### src/rtl/fetch_ctrl_pkg.sv
// rtl/fetch_ctrl_pkg.sv - shared processor constants for the instruction fetch stage
//
// Purpose : state encoding of the fetch FSM, default reset PC and PC step,
//           and the sequential-PC helper used by the PC register and the
//           IF/ID output registers.
// Ports   : none (package).
package fetch_ctrl_pkg;

  // Fetch FSM state encoding
  localparam logic [1:0] ST_IDLE    = 2'd0;
  localparam logic [1:0] ST_FETCH   = 2'd1;
  localparam logic [1:0] ST_HOLD    = 2'd2;
  localparam logic [1:0] ST_DISCARD = 2'd3;

  // Default first fetch address and sequential increment
  localparam logic [31:0] RESET_PC_DEF = 32'd0;
  localparam logic [31:0] PC_STEP_DEF  = 32'd4;

  // Sequential successor of a fetch address; 32-bit wrap-around is intended
  function automatic logic [31:0] next_seq_pc(input logic [31:0] cur,
                                              input logic [31:0] step);
    return cur + step;
  endfunction

endpackage

### src/rtl/fetch_ctrl_pc_reg.sv
// rtl/fetch_ctrl_pc_reg.sv - fetch PC register with load, increment and hold
//
// Purpose : holds the current fetch address. load has priority over inc;
//           with neither asserted the PC holds.
// Ports   : clk       - system clock, rising edge
//           rst       - asynchronous active-high reset (PC <= RESET_PC)
//           load      - load load_addr into the PC
//           load_addr - redirect target
//           inc       - advance the PC by PC_STEP
//           pc        - current fetch address
module fetch_pc_reg
  import fetch_ctrl_pkg::*;
#(
  parameter logic [31:0] RESET_PC = RESET_PC_DEF,
  parameter logic [31:0] PC_STEP  = PC_STEP_DEF
) (
  input  logic        clk,
  input  logic        rst,
  input  logic        load,
  input  logic [31:0] load_addr,
  input  logic        inc,
  output logic [31:0] pc
);

  always_ff @(posedge clk or posedge rst) begin
    if (rst) begin
      pc <= RESET_PC;
    end else if (load) begin
      pc <= load_addr;
    end else if (inc) begin
      pc <= next_seq_pc(pc, PC_STEP);
    end
  end

endmodule

### src/rtl/fetch_ctrl.sv
// rtl/fetch_ctrl.sv - instruction fetch controller (FSM + IF/ID output registers)
//
// Purpose : issues instruction memory requests, delivers fetched words to
//           IF/ID, honours ID-stage stalls and branch redirects.
// Ports   : clk, rst         - clock and asynchronous active-high reset
//           hazard_stall     - ID cannot accept a new instruction
//           branch_taken     - one-cycle redirect request, target branch_addr
//           mem_ready        - memory completes current request, data mem_rdata
//           mem_req/mem_addr - outstanding fetch request and its address
//           instruction/pc   - delivered word and its fetch address + PC_STEP
//           valid            - instruction/pc meaningful this cycle
//           freeze           - PC register not updating this cycle
//           flush            - discard IF/ID contents this cycle
module fetch_ctrl
  import fetch_ctrl_pkg::*;
#(
  parameter logic [31:0] RESET_PC = RESET_PC_DEF,
  parameter logic [31:0] PC_STEP  = PC_STEP_DEF
) (
  input  logic        clk,
  input  logic        rst,
  input  logic        hazard_stall,
  input  logic        branch_taken,
  input  logic [31:0] branch_addr,
  input  logic        mem_ready,
  input  logic [31:0] mem_rdata,
  output logic        mem_req,
  output logic [31:0] mem_addr,
  output logic [31:0] instruction,
  output logic [31:0] pc,
  output logic        valid,
  output logic        freeze,
  output logic        flush
);

  logic [1:0]  state, state_nxt;
  logic [31:0] pc_q;
  logic [31:0] target_q;
  logic        pc_load, pc_inc;
  logic [31:0] pc_load_addr;

  fetch_pc_reg #(
    .RESET_PC (RESET_PC),
    .PC_STEP  (PC_STEP)
  ) u_pc_reg (
    .clk       (clk),
    .rst       (rst),
    .load      (pc_load),
    .load_addr (pc_load_addr),
    .inc       (pc_inc),
    .pc        (pc_q)
  );

  // pc_inc doubles as "word accepted": only a clean FETCH completion advances.
  always_comb begin
    state_nxt    = state;
    pc_load      = 1'b0;
    pc_inc       = 1'b0;
    pc_load_addr = branch_addr;
    case (state)
      ST_IDLE: begin
        state_nxt = ST_FETCH;
      end
      ST_FETCH: begin
        if (mem_ready) begin
          if (branch_taken) begin
            pc_load = 1'b1;
          end else begin
            pc_inc    = 1'b1;
            state_nxt = hazard_stall ? ST_HOLD : ST_FETCH;
          end
        end else if (branch_taken) begin
          state_nxt = ST_DISCARD;
        end
      end
      ST_HOLD: begin
        if (branch_taken) begin
          pc_load   = 1'b1;
          state_nxt = ST_FETCH;
        end else if (!hazard_stall) begin
          state_nxt = ST_FETCH;
        end
      end
      ST_DISCARD: begin
        // A branch arriving together with the stale data still wins.
        if (mem_ready) begin
          pc_load      = 1'b1;
          pc_load_addr = branch_taken ? branch_addr : target_q;
          state_nxt    = ST_FETCH;
        end
      end
      default: begin
        state_nxt = ST_IDLE;
      end
    endcase
  end

  always_ff @(posedge clk or posedge rst) begin
    if (rst) begin
      state       <= ST_IDLE;
      target_q    <= RESET_PC;
      instruction <= 32'd0;
      pc          <= 32'd0;
      valid       <= 1'b0;
      flush       <= 1'b0;
    end else begin
      state <= state_nxt;
      if (branch_taken && (state == ST_FETCH || state == ST_DISCARD)) begin
        target_q <= branch_addr;
      end
      if (pc_inc) begin
        instruction <= mem_rdata;
        pc          <= next_seq_pc(pc_q, PC_STEP);
      end
      // valid is a per-word pulse, stretched only while HOLD keeps the word
      valid <= pc_inc || (state == ST_HOLD && hazard_stall && !branch_taken);
      flush <= pc_load;
    end
  end

  assign mem_req  = (state == ST_FETCH) || (state == ST_DISCARD);
  assign mem_addr = pc_q;
  assign freeze   = !(pc_load || pc_inc);

endmodule

### config.mk
export PLATFORM = sky130hd
export DESIGN_NAME = fetch_ctrl
export DESIGN_NICKNAME = d
export VERILOG_FILES = /design/src/rtl/fetch_ctrl_pkg.sv /design/src/rtl/fetch_ctrl_pc_reg.sv /design/src/rtl/fetch_ctrl.sv
export SDC_FILE = /design/constraint.sdc
export NUM_CORES = 1
export LEC_CHECK = 0
export ABC_AREA = 1
export CORE_UTILIZATION = 49
export CTS_BUF_LIST = sky130_fd_sc_hd__clkbuf_16
export DETAILED_ROUTE_END_ITERATION = 7
export PLACE_DENSITY = 0.81
export RECOVER_POWER = 50
export SYNTH_ARGS = -nofsm -noshare
export SYNTH_HDL_FRONTEND = slang
export SYNTH_SLANG_ARGS = --single-unit
### constraint.sdc
create_clock -name clk -period 5.7 [get_ports clk]
set_input_delay 1.14 -clock clk [delete_from_list [all_inputs] [get_ports clk]]
set_output_delay 1.14 -clock clk [all_outputs]
set_load 0.01 [all_outputs]
==> summary.txt, run 1 <==
STA
  – Clk_skew: 6.339 ps
  – Final Cycle Share: 77.86%
  – Slew @ Worst Pin: 3300 ps
  – Setup ws final: 1262 ps
  – Max-Slew Margin vs Limit: -120.3%
  – Fin. Hold Viols: 0
  – Peak Freq: 225.3 MHz
  – Setup TNS: 0 ps
  – # setup viols final: 0
  – RSZ-0062 raised after global routing: false
  – Period minus WS final: 4438 ps
  – Slew Viols, Final: 155

Run status
  – Status: complete, but fails checks
  – Failing checks: max-capacitance violations, max-slew violations

Clock network
  – # resized after CTS: 0
  – Clock Path Buffers: 2
  – CTS Hold Bufs: 0
  – CTS tree: built
  – # clock sinks: 132
  – Reg clk slew, reported paths: 50 ps
  – Clk Latency, worst-skew pair: 410 ps
  – CTS Buf Count: 17
  – Post-CTS Repair Setup Buffers: 0
  – CTS root buf: clkbuf_16
  – H-tree depth: 4

Critical path
  – R2r startpoint: state[0]
  – R2R depth: 3
  – Setup crit start kind: input pin
  – Crit path top cell by count: nand2_1
  – CP Capture Point: freeze
  – Worst Path Arrival: 3300 ps
  – Critical Path Max Stage Delay: 600 ps
  – Critical path's top delay family: buffers and inverters
  – Worst Path Required: 4560 ps
  – Crit path max fanout: 29
  – Slowest-stage cell, CP: dlygate4sd3_1
  – Reg2Reg Setup Slack: 2930 ps
  – CP Launch Point: branch_taken
  – Critical Path Stages: 8
  – RR Endpoint: target_q[20]
  – Crit path kind: in -> out
  – CP Capture Type: output pin
  – CP Buf/Inv Count: 3
  – Worst-path cell chain: dlygate4sd3_1 -> nand2_2 -> nand2_1 -> nand2_1 -> nand2_1 -> nor2_4 -> buf_4 -> clkdlybuf4s50_1

Place
  – Worst slack at placement: 1505 ps
  – Port bufs: 168
  – Routability congestion estimate from global placement: 0.8786
  – Detailed Place HPWL: 11420 µm

Layout
  – Area Growth Syn to Fin: 36.60%
  – Final core utilization: 69.96%
  – Fill cell count: 985
  – N_diodes: 0
  – Final #Nets: 1058
  – Multi-input logic area: 0.002477 mm²
  – Ratio of cells with drive above 1 in the final layout: 4.304%
  – Reg area: 0.003303 mm²

Die
  – Die footprint: 0.01327 mm²
  – Row count: 40
  – Initial Util: 51.21%
  – Die W: 115.2 µm
  – Chip height: 115.2 µm
  – IO Pins: 169
  – Core area: 0.01226 mm²

Pwr
  – Leak: 4.326 nW
  – Maximum VDD drop: 0.0002597 V
  – Pwr Density: 533.3 mW/mm²
  – Total Power: 4.575 mW

Synth
  – Syn Inst Count: 831
  – Register bit total from synthesis: 132
  – Post-synth cell types: 25
  – Net count after synthesis: 901
  – Avg Inst Size Synth: 7.557 µm²
  – Area of the mapped netlist: 0.006280 mm²
  – Yosys warns: 0
  – Seq/Total Area, Yosys: 52.60%

Drt
  – DRC Markers: 0
  – DRT Wirelength: 16190 µm
  – Total number of vias: 5702
  – Antenna viol nets, final: 0
  – Vias per cell: 4.886
  – DRT iter0 DRCs: 457
  – Wirelength per Cell: 13.87 µm
  – Drt pass-1 iters: 5

Global routing
  – Number of global-route vias before repair: 5184
  – Global-route wire length before repair: 25880 µm
  – Initial antenna violation count: 0
  – Total track usage: 25.66%
  – GRT overflow: 0
  – Pin count of the biggest net entering global routing: 90

Job
  – Max Cap Violations: 2

Hold path
  – Hold WC Path Type: reg -> reg
metal layers:
layer	share of wire (%)	wire (µm)	GRT usage, %	up-vias
met4	1.7	270	8.658	0
met5	0	0	0	-
met3	5.4	878	5.640	17
li1	-	-	-	2889
met2	47	7566	40.48	169
met1	46	7476	35.16	2627
tightest hold or removal path, cell delays in order (launching register included):
cell     delay [ps]
dfrtp_1         330
nand2_1          50
nand2_1          50
kinds of logic after synthesis:
family / share of synthesized area, %
simple gates: 28.77
fa+ha+maj: 0.1992
buf+inv: 7.910
xor+xnor: 0.8370
compound gates: 9.683
flops: 52.60
cells in the final DEF, fill, tap and decap left out, drive strengths merged, types with 3 or more instances in the layout:
master / count
o21ai: 77
clkinv: 6
nand2: 347
a21oi: 37
xnor2: 3
inv: 89
o211ai: 4
clkdlybuf4s50: 108
xor2: 3
nor2: 68
buf: 4
dlygate4sd3: 60
dfrtp: 132
nand3: 33
clkbuf: 18
bufinv: 3
and2: 3
final cells by class:
| type | instances | share of cell area [%] |
|---|---|---|
| multi-input combinational | 579 | 28.88 |
| sequential | 132 | 38.51 |
| inverter | 85 | 3.719 |
| timing repair buffer | 173 | 20.00 |
| clock inverter | 13 | 1.488 |
| tap | 168 | 2.450 |
| clock buffer | 17 | 4.959 |
synth_stat cells:
cell type,count,area [µm²]
clkbuf_1,13,48.80
xor2_1,3,26.28
nor3_1,1,5.000
nor2_1,60,225.2
nand2_1,342,1284
buf_2,18,90.09
inv_1,81,304.0
inv_2,4,15.01
a21oi_1,37,185.2
nor2_4,3,33.78
xnor2_1,3,26.28
buf_6,3,33.78
ha_1,1,12.51
o21ai_2,2,17.52
clkbuf_2,1,5.000
and2_1,3,18.77
o211ai_1,4,30.03
nand3_1,33,165.2
nor2_2,5,31.28
o21ai_0,66,330.3
nand2_2,5,31.28
dfrtp_1,132,3303
or2_2,1,6.260
nand4_1,1,6.260
o21ai_1,9,45.04
power breakdown:
part | total, mW | internal, mW | switching [mW]
clock network | 1.04 | 0.665 | 0.370
logic | 1.83 | 0.861 | 0.973
registers | 1.71 | 1.37 | 0.334
state kept, by name, indices dropped and copies added, names as in the netlist:
name and count:
target_q 32, u_pc_reg.pc 32, state 2, flush 1, pc 32, valid 1
instruction 32
how the worst min path moves through the flow:
stage               startpoint         endpoint  slack [ps]  depth (start not counted)
2_1_floorplan      target_q[0]      target_q[0]         450                          2
3_3_place_gp   instruction[23]  instruction[23]         450                          2
3_5_place_dp   instruction[16]  instruction[16]         460                          2
4_1_cts        instruction[16]  instruction[16]         470                          2
5_1_grt        instruction[22]  instruction[22]         480                          2
6_report       instruction[16]  instruction[16]         460                          2
per-stage QoR:
step / hold slack (ps) / cells / instance area (µm²)
after floorplan: 447.9 / 831 / 6280
after global placement: 454.0 / 1137 / 8039
after detailed placement: 457.2 / 1137 / 8039
after CTS: 470.9 / 1167 / 8592
after global routing: 483.1 / 1167 / 8578
final: 462.6 / 1167 / 8578
(Power assumes the default switching activity.)
==> run 2: changes to the inputs <==
==> constraint.sdc (replaced) <==
create_clock -name clk -period 4.5 [get_ports clk]
set_input_delay 0.9 -clock clk [delete_from_list [all_inputs] [get_ports clk]]
set_output_delay 0.9 -clock clk [all_outputs]
set_load 0.01 [all_outputs]
==> summary.txt, run 2 (synthesis results as in run 1) <==
Place
  – Placed Instances: 1140 (+0.26%)
  – Routability congestion estimate from global placement: 0.8858 (+0.82%)
  – Port bufs: 168 (unchanged)
  – Worst slack at placement: 1113 ps (-391.2 ps)
  – Detailed Place HPWL: 11600 µm (+1.6%)

Die
  – Core area: 0.01226 mm² (unchanged)
  – Die W: 115.2 µm (unchanged)
  – Row count: 40 (unchanged)
  – IO Pins: 169 (unchanged)
  – Initial Util: 51.21% (unchanged)
  – Die footprint: 0.01327 mm² (unchanged)
  – Chip height: 115.2 µm (unchanged)

Layout
  – Post-Layout Cell Count: 1172 (+0.43%)
  – Commonest non-fill, non-tap cell in the layout: nand2_1
  – Multi-input logic area: 0.002475 mm² (-0.10%)
  – Area Growth Syn to Fin: 36.78%
  – Most frequent cells in the layout: 344 x nand2_1, 152 x clkdlybuf4s50_1, 132 x dfrtp_1
  – Fill cell count: 1025 (+4.1%)
  – Final #Nets: 1061 (+0.28%)
  – N_diodes: 0 (unchanged)
  – Reg area: 0.003303 mm² (unchanged)
  – Ratio of cells with drive above 1 in the final layout: 4.880% (+0.58 points)

STA
  – Setup TNS: 0 ps (unchanged)
  – Peak Freq: 274.3 MHz
  – # setup viols final: 0 (unchanged)
  – Final Cycle Share: 81.00%
  – Slew Viols, Final: 167 (+7.7%)
  – Hold slack: 462.2 ps (-0.3780 ps)
  – Max-Slew Margin vs Limit: -58.47% (+62 points)
  – RSZ-0062 raised after global routing: false
  – Fin. Hold Viols: 0 (unchanged)
  – Period minus WS final: 3645 ps
  – Clk_skew: 6.657 ps (+0.3175 ps)
  – Slew @ Worst Pin: 2377 ps (-923.2 ps)
  – Setup ws final: 854.9 ps (-407.2 ps)

Pwr
  – Maximum VDD drop: 0.0002824 V (+8.7%)
  – Pwr Density: 680.7 mW/mm² (+28%)
  – Total Power: 5.847 mW (+28%)
  – Leak: 4.249 nW (-1.8%)

Critical path
  – Crit path max fanout: 11 (-62%)
  – CP Capture Type: output pin
  – Worst Path Arrival: 2750 ps (-550 ps)
  – Worst Path Required: 3600 ps (-960 ps)
  – Setup crit start kind: input pin
  – Crit path kind: in -> out

Clock network
  – CTS tree: built
  – # resized after CTS: 0 (unchanged)
  – CTS Buf Count: 17 (unchanged)
  – CTS root buf: clkbuf_16
  – Post-CTS Repair Setup Buffers: 0 (unchanged)
  – CTS Hold Bufs: 0 (unchanged)
  – H-tree depth: 4 (unchanged)
  – # clock sinks: 132 (unchanged)
  – Reg clk slew, reported paths: 50 ps (about the same)
  – Clk Latency, worst-skew pair: 410 ps (about the same)
  – Clock Path Buffers: 2 (unchanged)

Drt
  – Total number of vias: 5788 (+1.5%)
  – DRT iter0 DRCs: 512 (+12%)
  – DRT Wirelength: 16520 µm (+2.0%)
  – Wirelength per Cell: 14.09 µm (+1.6%)
  – Drt pass-1 iters: 5 (unchanged)
  – Vias per cell: 4.939 (+1.1%)
  – Antenna viol nets, final: 0 (unchanged)
  – DRC Markers: 0 (unchanged)

Global routing
  – Number of global-route vias before repair: 5272 (+1.7%)
  – GRT overflow: 0 (unchanged)
  – Total track usage: 26.15% (+0.49 points)
  – Global-route wire length before repair: 26240 µm (+1.4%)
  – Initial antenna violation count: 0 (unchanged)
  – Pin count of the biggest net entering global routing: 102 (+13%)

Hold path
  – Hold WC Path Type: reg -> reg

Run status
  – Status: complete, but fails checks
  – Failing checks: max-capacitance violations, max-slew violations

Job
  – Max Cap Violations: 2 (unchanged)
-- run 2: metrics by stage --
stage	util, %	area, µm²
2_1_floorplan	-	6280
3_3_place_gp	65.74	8061
3_5_place_dp	65.74	8061
4_1_cts	70.21	8610
5_1_grt	70.05	8589
6_report	70.05	8589
-- run 2: layer usage --
layer	routed length (µm)	track usage [%]	vias up
met4	219	8.052	0
met5	0	0	-
li1	-	-	2898
met1	7479	35.57	2705
met3	1011	5.271	15
met2	7806	42.29	170
-- run 2: path summary, 6_finish.rpt --
path	startpoint	endpoint	slack, ps	cells after the start
max	branch_taken	freeze	850	7
min	instruction[16]	instruction[16]	460	2
max reg2reg	state[0]	target_q[23]	1770	3
min reg2reg	instruction[16]	instruction[16]	460	2
max in group asynchronous	rst	target_q[19]	1270	3
min in group asynchronous	rst	instruction[4]	1590	2
-- run 2: cell type report --
type / count / area share [%]
clock buffer: 17 / 4.953
clock inverter: 15 / 1.428
inverter: 85 / 3.758
multi-input combinational: 579 / 28.81
sequential: 132 / 38.46
tap: 168 / 2.447
timing repair buffer: 176 / 20.15
-- run 2: critical path, cell delays in order --
cell	delay, ps
dlygate4sd3_1	590
nand2_1	110
nand2_1	60
nand2_1	50
nand2_1	270
nor2_4	210
clkdlybuf4s50_1	560
-- run 2: where the power goes --
part | switching (mW) | internal [mW]
Clock | 0.485 | 0.795
Combinational | 1.24 | 1.16
Sequential | 0.425 | 1.74
Total | 2.15 | 3.70
==> run 3: changes to the inputs <==
==> constraint.sdc (replaced) <==
create_clock -name clk -period 3.73 [get_ports clk]
set_input_delay 0.746 -clock clk [delete_from_list [all_inputs] [get_ports clk]]
set_output_delay 0.746 -clock clk [all_outputs]
set_load 0.01 [all_outputs]
==> summary.txt, run 3 (synthesis results as in run 1) <==
Run status
  – Status: complete, but fails checks
  – Failing checks: max-capacitance violations, max-slew violations

Pwr
  – Maximum VDD drop: 0.0003641 V (+29%)
  – Sw power: 2.579 mW (+20%)
  – Part of the power in registers: 37.5% (+0.5 points)
  – Leak: 4.257 nW (+0.20%)
  – Clock share of power: 20.7% (-1.2 points)
  – Sw frac: 37.00% (+0.22 points)
  – Internal Power: 4.390 mW (+19%)
  – Comb power frac: 41.8% (+0.7 points)
  – Pwr Density: 814.1 mW/mm² (+20%)

Critical path
  – Worst-path cell chain: dlygate4sd3_1 -> nand2_2 -> nand2_1 -> nand2_1 -> nand2_1 -> nor2_4 -> clkdlybuf4s50_1
  – Setup crit start kind: input pin
  – Slowest-stage cell, CP: dlygate4sd3_1
  – Crit path kind: in -> out
  – CP Capture Type: output pin
  – Crit path top cell by count: nand2_1
  – Critical path's top delay family: buffers and inverters
  – Worst Path Arrival: 2570 ps (-180 ps)
  – Crit path max fanout: 11 (unchanged)
  – Critical Path Max Stage Delay: 600 ps (about the same)
  – CP Buf/Inv Count: 2 (unchanged)
  – Worst Path Required: 2980 ps (-620 ps)

Layout
  – Reg area: 0.003303 mm² (unchanged)
  – Fill cell count: 999 (-2.5%)
  – Final #Nets: 1063 (+0.19%)
  – Ratio of cells with drive above 1 in the final layout: 4.672% (-0.21 points)
  – Area Growth Syn to Fin: 36.30%
  – Multi-input logic area: 0.002470 mm² (-0.20%)
  – N_diodes: 0 (unchanged)
  – Most frequent cells in the layout: 343 x nand2_1, 157 x clkdlybuf4s50_1, 132 x dfrtp_1
  – Final Cell Area: 0.008559 mm² (-0.35%)
  – Commonest non-fill, non-tap cell in the layout: nand2_1

Global routing
  – Number of global-route vias before repair: 5259 (-0.25%)
  – Pin count of the biggest net entering global routing: 65 (-36%)
  – Global-route wire length before repair: 26350 µm (+0.42%)
  – Initial antenna violation count: 0 (unchanged)
  – Total track usage: 26.30% (+0.16 points)
  – GRT overflow: 0 (unchanged)

STA
  – Peak Freq: 302.0 MHz
  – RSZ-0062 raised after global routing: false
  – Slew @ Worst Pin: 1557 ps (-819.8 ps)
  – Final Cycle Share: 88.79%
  – # setup viols final: 0 (unchanged)
  – Clk_skew: 7.051 ps (+0.3940 ps)
  – Slew Viols, Final: 65 (-61%)
  – Fin. Hold Viols: 0 (unchanged)
  – Setup TNS: 0 ps (unchanged)
  – Max-Slew Margin vs Limit: -3.823% (+55 points)
  – Period minus WS final: 3312 ps

Die
  – Core area: 0.01226 mm² (unchanged)
  – Die footprint: 0.01327 mm² (unchanged)
  – Die W: 115.2 µm (unchanged)
  – IO Pins: 169 (unchanged)
  – Chip height: 115.2 µm (unchanged)
  – Initial Util: 51.21% (unchanged)
  – Row count: 40 (unchanged)

Clock network
  – CTS tree: built
  – Post-CTS Repair Setup Buffers: 0 (unchanged)
  – Clock Path Buffers: 2 (unchanged)
  – # clock sinks: 132 (unchanged)
  – H-tree depth: 4 (unchanged)
  – CTS Buf Count: 17 (unchanged)
  – CTS root buf: clkbuf_16
  – Reg clk slew, reported paths: 50 ps (about the same)
  – Clk Latency, worst-skew pair: 420 ps (about the same)
  – CTS Hold Bufs: 0 (unchanged)
  – # resized after CTS: 0 (unchanged)

Drt
  – Drt pass-1 iters: 5 (unchanged)
  – Antenna viol nets, final: 0 (unchanged)
  – Vias per cell: 4.920 (-0.38%)
  – DRT Wirelength: 16490 µm (-0.14%)
  – Met1 WL: 7323 µm (-2.1%)
  – Total number of vias: 5776 (-0.21%)
  – Wirelength per Cell: 14.05 µm (-0.31%)
  – DRC Markers: 0 (unchanged)
  – Max layer used: met4
  – Met2 wire len: 7967 µm (+2.1%)
  – DRT iter0 DRCs: 408 (-20%)
  – Met3 wire length: 880 µm (-13%)

Job
  – Max Cap Violations: 1 (-1)

Hold path
  – Hold WC Path Type: reg -> reg

Place
  – Port bufs: 168 (unchanged)
  – Placed instance area: 0.008100 mm² (+0.48%)
  – Detailed Place HPWL: 11700 µm (+0.86%)
  – Routability congestion estimate from global placement: 0.8890 (+0.36%)
run 3: layout make-up:
type / instances / share of cell area, %
flip-flops and latches: 132 / 38.59
well taps: 168 / 2.456
repair buffers: 178 / 20.39
inverters: 85 / 3.742
clock buffers: 17 / 4.970
clock inverters: 15 / 0.9940
multi-input cells: 579 / 28.86
run 3: stage by stage:
step / worst slack (ps) / cells / hold slack [ps] / power, mW / utilization (%)
floorplan: 1347 / 831 / 447.9 / 4.062 / -
global placement: 686.4 / 1142 / 453.3 / 5.482 / 66.06
detailed placement: 654.3 / 1142 / 457.3 / 5.571 / 66.06
CTS: 653.1 / 1174 / 470.7 / 7.037 / 70.22
global route: 318.6 / 1174 / 475.5 / 7.473 / 69.81
finish: 418.3 / 1174 / 460.6 / 6.968 / 69.81
run 3: final timing paths:
check                                 from              end  slack (ps)  depth (start not counted)
setup reg to reg                  state[0]   u_pc_reg.pc[3]        1060                          9
max in group asynchronous              rst     target_q[30]        1100                          3
hold / removal             instruction[20]  instruction[20]         460                          2
min in group asynchronous              rst   instruction[8]         790                          2
setup / recovery              branch_taken           freeze         420                          7
hold reg to reg            instruction[20]  instruction[20]         460                          2
run 3: per-layer routing:
| metal | vias to the layer above | track usage (%) |
|---|---|---|
| met3 | 22 | 4.323 |
| met1 | 2669 | 35.15 |
| met2 | 190 | 42.53 |
| met4 | 0 | 11.34 |
| li1 | 2895 | - |
| met5 | - | 0 |
run 3: tightest hold or removal path, delay by kind of cell, from the launching register on:
family | cells | cell delay (ps)
and+or+nand+nor | 2 | 90
DFF | 1 | 330
run 3: power groups by stage:
stage / sequential (mW) / combinational [mW] / clock, mW
2_1_floorplan: 2.76 / 1.30 / 0
3_3_place_gp: 2.60 / 2.88 / 0
3_5_place_dp: 2.62 / 2.95 / 0
4_1_cts: 2.61 / 2.97 / 1.46
5_1_grt: 2.70 / 3.25 / 1.53
6_report: 2.61 / 2.91 / 1.44
